[config.mk]
export PLATFORM = sky130hd
export DESIGN_NAME = coo_encoder
export DESIGN_NICKNAME = d
export VERILOG_FILES = /design/src/rtl/coo_encoder.sv
export SDC_FILE = /design/constraint.sdc
export NUM_CORES = 1
export LEC_CHECK = 0
export BUFFER_PORTS_ARGS = -buffer_cell sky130_fd_sc_hd__buf_2
export CORE_UTILIZATION = 53
export CTS_CLUSTER_SIZE = 10
export DETAILED_ROUTE_END_ITERATION = 12
export HOLD_SLACK_MARGIN = 0.12
export PLACE_DENSITY_LB_ADDON = 0.08
export SETUP_SLACK_MARGIN = 0.3
export SYNTH_ARGS = -nofsm -noshare
export SYNTH_HDL_FRONTEND = slang
export SYNTH_SLANG_ARGS = --single-unit
[constraint.sdc]
create_clock -name clk -period 2.6 [get_ports clk]
set_clock_uncertainty 0.2 [all_clocks]
set_input_delay 0.39 -clock clk [delete_from_list [all_inputs] [get_ports clk]]
set_output_delay 0.39 -clock clk [all_outputs]
set_load 0.03 [all_outputs]
[src/rtl/coo_encoder.sv]
// Dense-to-COO encoder: takes one adjacency row per handshake and emits one COO write
// per set bit, in row-major, ascending-column order.
module coo_encoder #(
  parameter int MAT_ROWS  = 6,
  parameter int MAT_COLS  = 6,
  parameter int COO_DEPTH = 6,
  parameter int COO_BW    = $clog2(COO_DEPTH),
  parameter int IDX_BW    = $clog2(MAT_ROWS > MAT_COLS ? MAT_ROWS : MAT_COLS)
) (
  input  logic                clk,
  input  logic                reset,
  input  logic                start,
  input  logic                row_valid,
  output logic                row_ready,
  input  logic [MAT_COLS-1:0] row_bits,
  output logic                wr_en,
  output logic [COO_BW-1:0]   wr_addr,
  output logic [IDX_BW-1:0]   wr_row,
  output logic [IDX_BW-1:0]   wr_col,
  output logic [COO_BW:0]     nnz_count,
  output logic                overflow,
  output logic                done
);

  localparam logic [1:0] StIdle   = 2'd0;
  localparam logic [1:0] StAccept = 2'd1;
  localparam logic [1:0] StScan   = 2'd2;
  localparam logic [1:0] StFinish = 2'd3;

  localparam logic [COO_BW:0]   NnzFull = (COO_BW + 1)'(COO_DEPTH);
  localparam logic [IDX_BW-1:0] LastRow = IDX_BW'(MAT_ROWS - 1);

  logic [1:0]          state_q;
  logic [MAT_COLS-1:0] mask_q;
  logic [IDX_BW-1:0]   row_q;
  logic [COO_BW:0]     nnz_q;
  logic                ovf_q;
  logic [COO_BW-1:0]   addr_q;
  logic [IDX_BW-1:0]   wrow_q;
  logic [IDX_BW-1:0]   wcol_q;

  logic                full;
  logic                last_row;
  logic [IDX_BW-1:0]   col_idx;
  logic [MAT_COLS-1:0] mask_clr;

  always_comb begin
    // Descending scan so the lowest set bit is the one left in col_idx.
    col_idx = '0;
    for (int j = MAT_COLS - 1; j >= 0; j--) begin
      if (mask_q[j]) col_idx = IDX_BW'(j);
    end
    mask_clr  = mask_q & (mask_q - 1'b1);
    full      = (nnz_q == NnzFull);
    last_row  = (row_q == LastRow);
    wr_en     = (state_q == StScan) && !full;
    wr_addr   = wr_en ? nnz_q[COO_BW-1:0] : addr_q;
    wr_row    = wr_en ? row_q : wrow_q;
    wr_col    = wr_en ? col_idx : wcol_q;
    row_ready = (state_q == StAccept);
    done      = (state_q == StFinish);
    nnz_count = nnz_q;
    overflow  = ovf_q;
  end

  always_ff @(posedge clk) begin
    if (reset) begin
      state_q <= StIdle;
      mask_q  <= '0;
      row_q   <= '0;
      nnz_q   <= '0;
      ovf_q   <= 1'b0;
      addr_q  <= '0;
      wrow_q  <= '0;
      wcol_q  <= '0;
    end else begin
      // Address/index outputs hold their last written values between writes.
      if (wr_en) begin
        addr_q <= wr_addr;
        wrow_q <= wr_row;
        wcol_q <= wr_col;
      end
      case (state_q)
        StIdle: begin
          if (start) begin
            nnz_q   <= '0;
            ovf_q   <= 1'b0;
            row_q   <= '0;
            state_q <= StAccept;
          end
        end
        StAccept: begin
          if (row_valid) begin
            mask_q <= row_bits;
            if (row_bits != '0) begin
              state_q <= StScan;
            end else begin
              row_q   <= row_q + 1'b1;
              state_q <= last_row ? StFinish : StAccept;
            end
          end
        end
        StScan: begin
          if (full) begin
            // Memory full: drop the rest of this row in a single cycle.
            ovf_q  <= 1'b1;
            mask_q <= '0;
          end else begin
            nnz_q  <= nnz_q + 1'b1;
            mask_q <= mask_clr;
          end
          if (full || mask_clr == '0) begin
            row_q   <= row_q + 1'b1;
            state_q <= last_row ? StFinish : StAccept;
          end
        end
        StFinish: state_q <= StIdle;
        default:  state_q <= StIdle;
      endcase
    end
  end

endmodule

# ---- Yosys cells after proc, flatten, opt, wreduce, memory -nomap -nowiden
# Cells that the tools add are included.
# Widths: inputs -> output; s select.
dict set report classes {
  add_sub_neg 3
  mul 0
  n_div 0
  n_lt_le_gt_ge 0
  n_eq_ne 11
  n_shift 0
  muxes 29
  n_bitwise 1
  reduce_logical 14
}
# operator count
set ops {}
lappend ops {{$mux 3} 13}
lappend ops {{$mux 6} 2}
lappend ops {{$pmux 6 s2} 1}
lappend ops {{$mux 2} 5}
lappend ops {{$ne 2x2->1 const B} 5}
lappend ops {{$pmux 3 s3} 1}
lappend ops {{$reduce_and 3->1} 3}
lappend ops {{$mux 4} 2}
lappend ops {{$pmux 2 s4} 1}
lappend ops {{$pmux 4 s2} 1}
lappend ops {{$and 6x6->6} 1}
lappend ops {{$logic_not 6->1} 1}
lappend ops {{$reduce_bool 6->1} 1}
lappend ops {{$sub 6x1->6 const B} 1}
lappend ops {{$reduce_and 5->1} 1}
lappend ops {{$add 4x1->4 const B} 1}
lappend ops {{$eq 2x2->1 const B} 2}
lappend ops {{$eq 4x3->1 const B} 1}
lappend ops {{$reduce_bool 2->1} 2}
lappend ops {{$add 3x1->3 const B} 1}
lappend ops {{$eq 3x3->1 const B} 1}
lappend ops {{$reduce_bool 3->1} 1}
lappend ops {{$eq 2x1->1 const B} 1}
lappend ops {{$logic_not 2->1} 1}
lappend ops {{7 further kinds} 8}
dict set report totals {
  reg_bits 25
  latch_bits 0
  ramBits 0
  mem_bits_ro 0
  out_inout_bits 17
  n_memories 0
}

# ---- Depth between registers and ports, before layout
dict set report depth {
  depth_word 7
  depth_mapped 9
  mapped_depth_nobuf 8
}

# ---- Worst setup path before layout
# No wires, ideal clock.
dict set report synth_path {
  path_type {register -> output}
  startpoint {reg nnz_q[0], in the netlist nnz_count[0]}
  endpoint {out wr_col[1]}
  arrival_time_ns 2.438
  required_ns 2.010
  slack_ns -0.428
  path_stages_with_launch 7
  path_cell_list {dfxtp_1 inv_1 ha_1 nand3b_1 nand2_1 clkbuf_1 o41ai_1}
}
dict set report synth_between {
  elab_chain_cells 4
}
# item line
set synth_lines {}
lappend synth_lines {{from (decl)} 36} ;# logic [COO_BW:0] nnz_q;
lappend synth_lines {{from (signal assigned)} 109} ;# nnz_q <= nnz_q + 1'b1;
lappend synth_lines {{$eq 4x3->1} 54} ;# full = (nnz_q == NnzFull);
lappend synth_lines {{$logic_not 1->1} 56} ;# wr_en = (state_q == StScan) && !full;
lappend synth_lines {{$logic_and 1x1->1} 56}
lappend synth_lines {{$mux 3} 59} ;# wr_col = wr_en ? col_idx : wcol_q;
lappend synth_lines {{to (decl)} 19} ;# output logic [IDX_BW-1:0] wr_col,
# Every way passes these cells.

# ---- Worst setup path in the final report
dict set report layout_path {
  startpoint {reg mask_q[2]}
  endpoint {reg row_q[1]}
}
dict set report layout_between {
  elab_chain_cells 6
}
# item line
set layout_lines {}
lappend layout_lines {{from (decl)} 34} ;# logic [MAT_COLS-1:0] mask_q;
lappend layout_lines {{from (signal assigned)} 94} ;# mask_q <= row_bits;
lappend layout_lines {{from (signal assigned)} 110} ;# mask_q <= mask_clr;
lappend layout_lines {{$sub 6x1->6} 53} ;# mask_clr = mask_q & (mask_q - 1'b1);
lappend layout_lines {{$and 6x6->6 (*)} 53}
lappend layout_lines {{$logic_not 6->1 (*)} 112} ;# if (full || mask_clr == '0) begin
lappend layout_lines {{$logic_or 1x1->1 (*)} 112}
lappend layout_lines {{$ne 2x1->1 (no line) (*)} n/a}
lappend layout_lines {{$reduce_and 5->1 (no line) (*)} n/a}
lappend layout_lines {{to (signal assigned)} 98} ;# row_q <= row_q + 1'b1;
lappend layout_lines {{to (signal assigned)} 113} ;# row_q <= row_q + 1'b1;
lappend layout_lines {{to (decl)} 35} ;# logic [IDX_BW-1:0] row_q;
# Every way passes the cells marked *; elsewhere a longest branch is shown, timed or not.
# A chain may end at the register's enable or synchronous reset.

==> results_dict.tcl <==
set metrics [dict create \
    pwr-share-clk 0.189 \
    drc_errors 0 \
    period_share 0.902 \
    setup_viol 0 \
    min_path_cells 3 \
    crit_required_ns 2.67 \
    final.min_clock_period_ns 2.35 \
    numPortBuffers 26 \
    cp.arrival_ns 2.41 \
    maxUsedRoutingLayer "met4" \
    hpwl_um 2260 \
    clkLatencyLatePin_ns 0.32 \
    grt_pass1_wl_um 4960 \
    cp_slowest_cell "a2111o_1" \
    ys_warn_count 0 \
    cts_tree "built" \
    power_density_mw_per_mm2 509 \
    synth_edf_count 0 \
    die_x_um 52.2 \
    grt_pass1_vias 1219 \
    cp-start-kind "register" \
    cts_max_level 1 \
    syn_area_mm2 0.00134 \
    critPathMaxStageDelay_ns 0.49 \
    fmax_ghz 0.426 \
    dieArea_mm2 0.00272 \
    hold_path_class "primary input to register" \
    synth-seq-cells 25 \
    start_util 0.581 \
    synthCells 165 \
    rsz0062_at_grt "yes" \
    status "finished clean" \
    finalSetupTns_ns 0 \
    async_reset_ff_frac 0 \
    drive_above_1_share 0.356 \
    cts.root.buffer_cell "clkbuf_4" \
    cts_hold_buf 0 \
    p_seq_frac 0.468 \
    synth_top_cell_by_area "dfxtp_1" \
    synth_top_flop_cell "dfxtp_1" \
    finalMaxSlewViolations 0 \
    combPwrFrac 0.343 \
    layout_commonest_cell "buf_2" \
    gp_congestion 0.825 \
    max_slew_margin 0.674 \
    crit_chain "or3_4 -> o311a_1 -> a2111o_1 -> or3b_1 -> a21oi_2" \
    grtUsageTotal 0.245 \
    post-route-util 0.782 \
    yosys.area.top_type_share 0.375 \
    p_leak_nw 0.786 \
    cts_sinks 25 \
    numCtsBuffers 3 \
    p_switching_mw 0.314 \
    critical_path.endpoint_type "register" \
    cap_violations 0 \
    core_mm2 0.00230 \
    routed_via_density 5.69 \
    switching_share 0.343 \
    grt_overflow 0 \
    diodes 0 \
    wirelength_um 3380 \
    cp_max_fo 8 \
    p_int_mw 0.601 \
    grt_start_max_net_pins 18 \
    worstMarginPinSlew_ns 0.475 \
    first_pass_iters 4 \
    n_fill_cell 178 \
    synthTopCellsByArea "dfxtp_1 37%, ha_1 8.4%, nand2_1 5.6%" \
    synth_cell_types 38 \
    irDropWorstVdd_v 0.000387 \
    clkTransAtPathRegs_ns 0.13 \
    ant_nets 0 \
    post_synth.cell_area_avg_um2 8.09 \
    antenna_found_initial 0 \
    worst-setup-path-type "register to register" \
    clockBufferDepth 2 \
    drtIter0Drc 20 \
    most-common-layout-cells "18 x buf_2, 17 x dfxtp_1, 16 x nand2_1, 16 x buf_4, 15 x nor2_1" \
    r2r_cells 5 \
    synth-seq-area-share 0.375 \
    met3WireLength_um 76 \
    wire_per_inst_um 14.5 \
    std_cell_rows 17 \
    io_pins 27 \
    fin_nets 225 \
    wl_met1_um 1520 \
    vias 1325 \
    route.met2.wl_um 1740 \
    synth_nets 184 \
    die_h_um 52.2 \
    finalHoldViolCount 0 \
    area_growth_pct 34.6 \
]
stage by stage:
step	hold slack, ns	worst slack [ns]	total power, mW	instances	area, µm²
after floorplan	0.249	0.304	0.624	165	1370
after CTS	0.127	0.234	0.892	231	1700
after global placement	0.258	0.140	0.675	216	1530
final	0.145	0.255	0.914	233	1800
after detailed placement	0.279	0.0698	0.687	216	1530
after global routing	0.141	0.189	0.964	233	1800
sequential cells by signal, summed over array words and instances (netlist names):
signal and cells:
nnz_count 4, row_q 3, mask_q 6, overflow 1, wcol_q 3, wrow_q 3
state_q 2, addr_q 3
metal layers:
layer,global-route usage,vias up
met5,0,-
met1,0.284,632
met2,0.440,24
met3,0.0319,4
met4,0.114,0
li1,-,665
critical path: cells and delay by family, from the launching register on:
family,cells,cell delay (ns)
AOI/OAI and AO/OA,3,0.92
DFF,1,0.39
and+or+nand+nor,2,0.78
Yosys cell counts, types with 2 or more instances:
| library cell | count |
|---|---|
| a21oi_1 | 12 |
| a22oi_1 | 5 |
| and2_1 | 9 |
| clkbuf_1 | 4 |
| dfxtp_1 | 25 |
| ha_1 | 9 |
| inv_1 | 11 |
| mux2i_1 | 2 |
| nand2_1 | 20 |
| nand3_1 | 3 |
| nor2_1 | 16 |
| nor2b_1 | 2 |
| nor3_1 | 5 |
| o21ai_0 | 12 |
| o21bai_1 | 3 |
| or3_1 | 4 |
| or3b_1 | 2 |
cell type report:
cell class | instances | area (µm²) | area share
Timing Repair Buffer | 42 | 318 | 0.177
Multi-Input combinational cell | 123 | 845 | 0.470
Tap cell | 28 | 35.0 | 0.0195
Sequential cell | 25 | 523 | 0.291
Clock buffer | 3 | 22.5 | 0.0125
Inverter | 11 | 48.8 | 0.0272
Clock inverter | 1 | 5.00 | 0.00279
worst paths after layout:
kind               startpoint        end  slack, ns
setup / recovery    mask_q[2]   row_q[1]       0.25
hold / removal    row_bits[4]  mask_q[4]       0.15
setup reg to reg    mask_q[2]   row_q[1]       0.25
hold reg to reg      row_q[1]   row_q[1]       0.31
timing repair:
action | CTS | global route
gates cloned | 0 | 1
buffers inserted | 11 | 1
pin swaps | 5 | 7
endpoints found under the setup margin | 13 | 13
gates resized for setup | 21 | 26
power by group through the flow:
stage	Combinational, mW	Clock, mW	Sequential, mW
2_1_floorplan	0.196	0	0.428
3_3_place_gp	0.239	0	0.436
3_5_place_dp	0.249	0	0.438
4_1_cts	0.288	0.178	0.427
5_1_grt	0.342	0.191	0.431
6_report	0.314	0.173	0.428
kinds of logic after synthesis:
kind of cell	Yosys count	share of synthesized area
AOI/OAI and AO/OA	47	0.236
adders and majority gates	9	0.0844
buffers and inverters	17	0.0534
DFF	25	0.375
muxes	2	0.0150
and+or+nand+nor	65	0.236
Note: power is estimated with default switching activity, not from simulation.
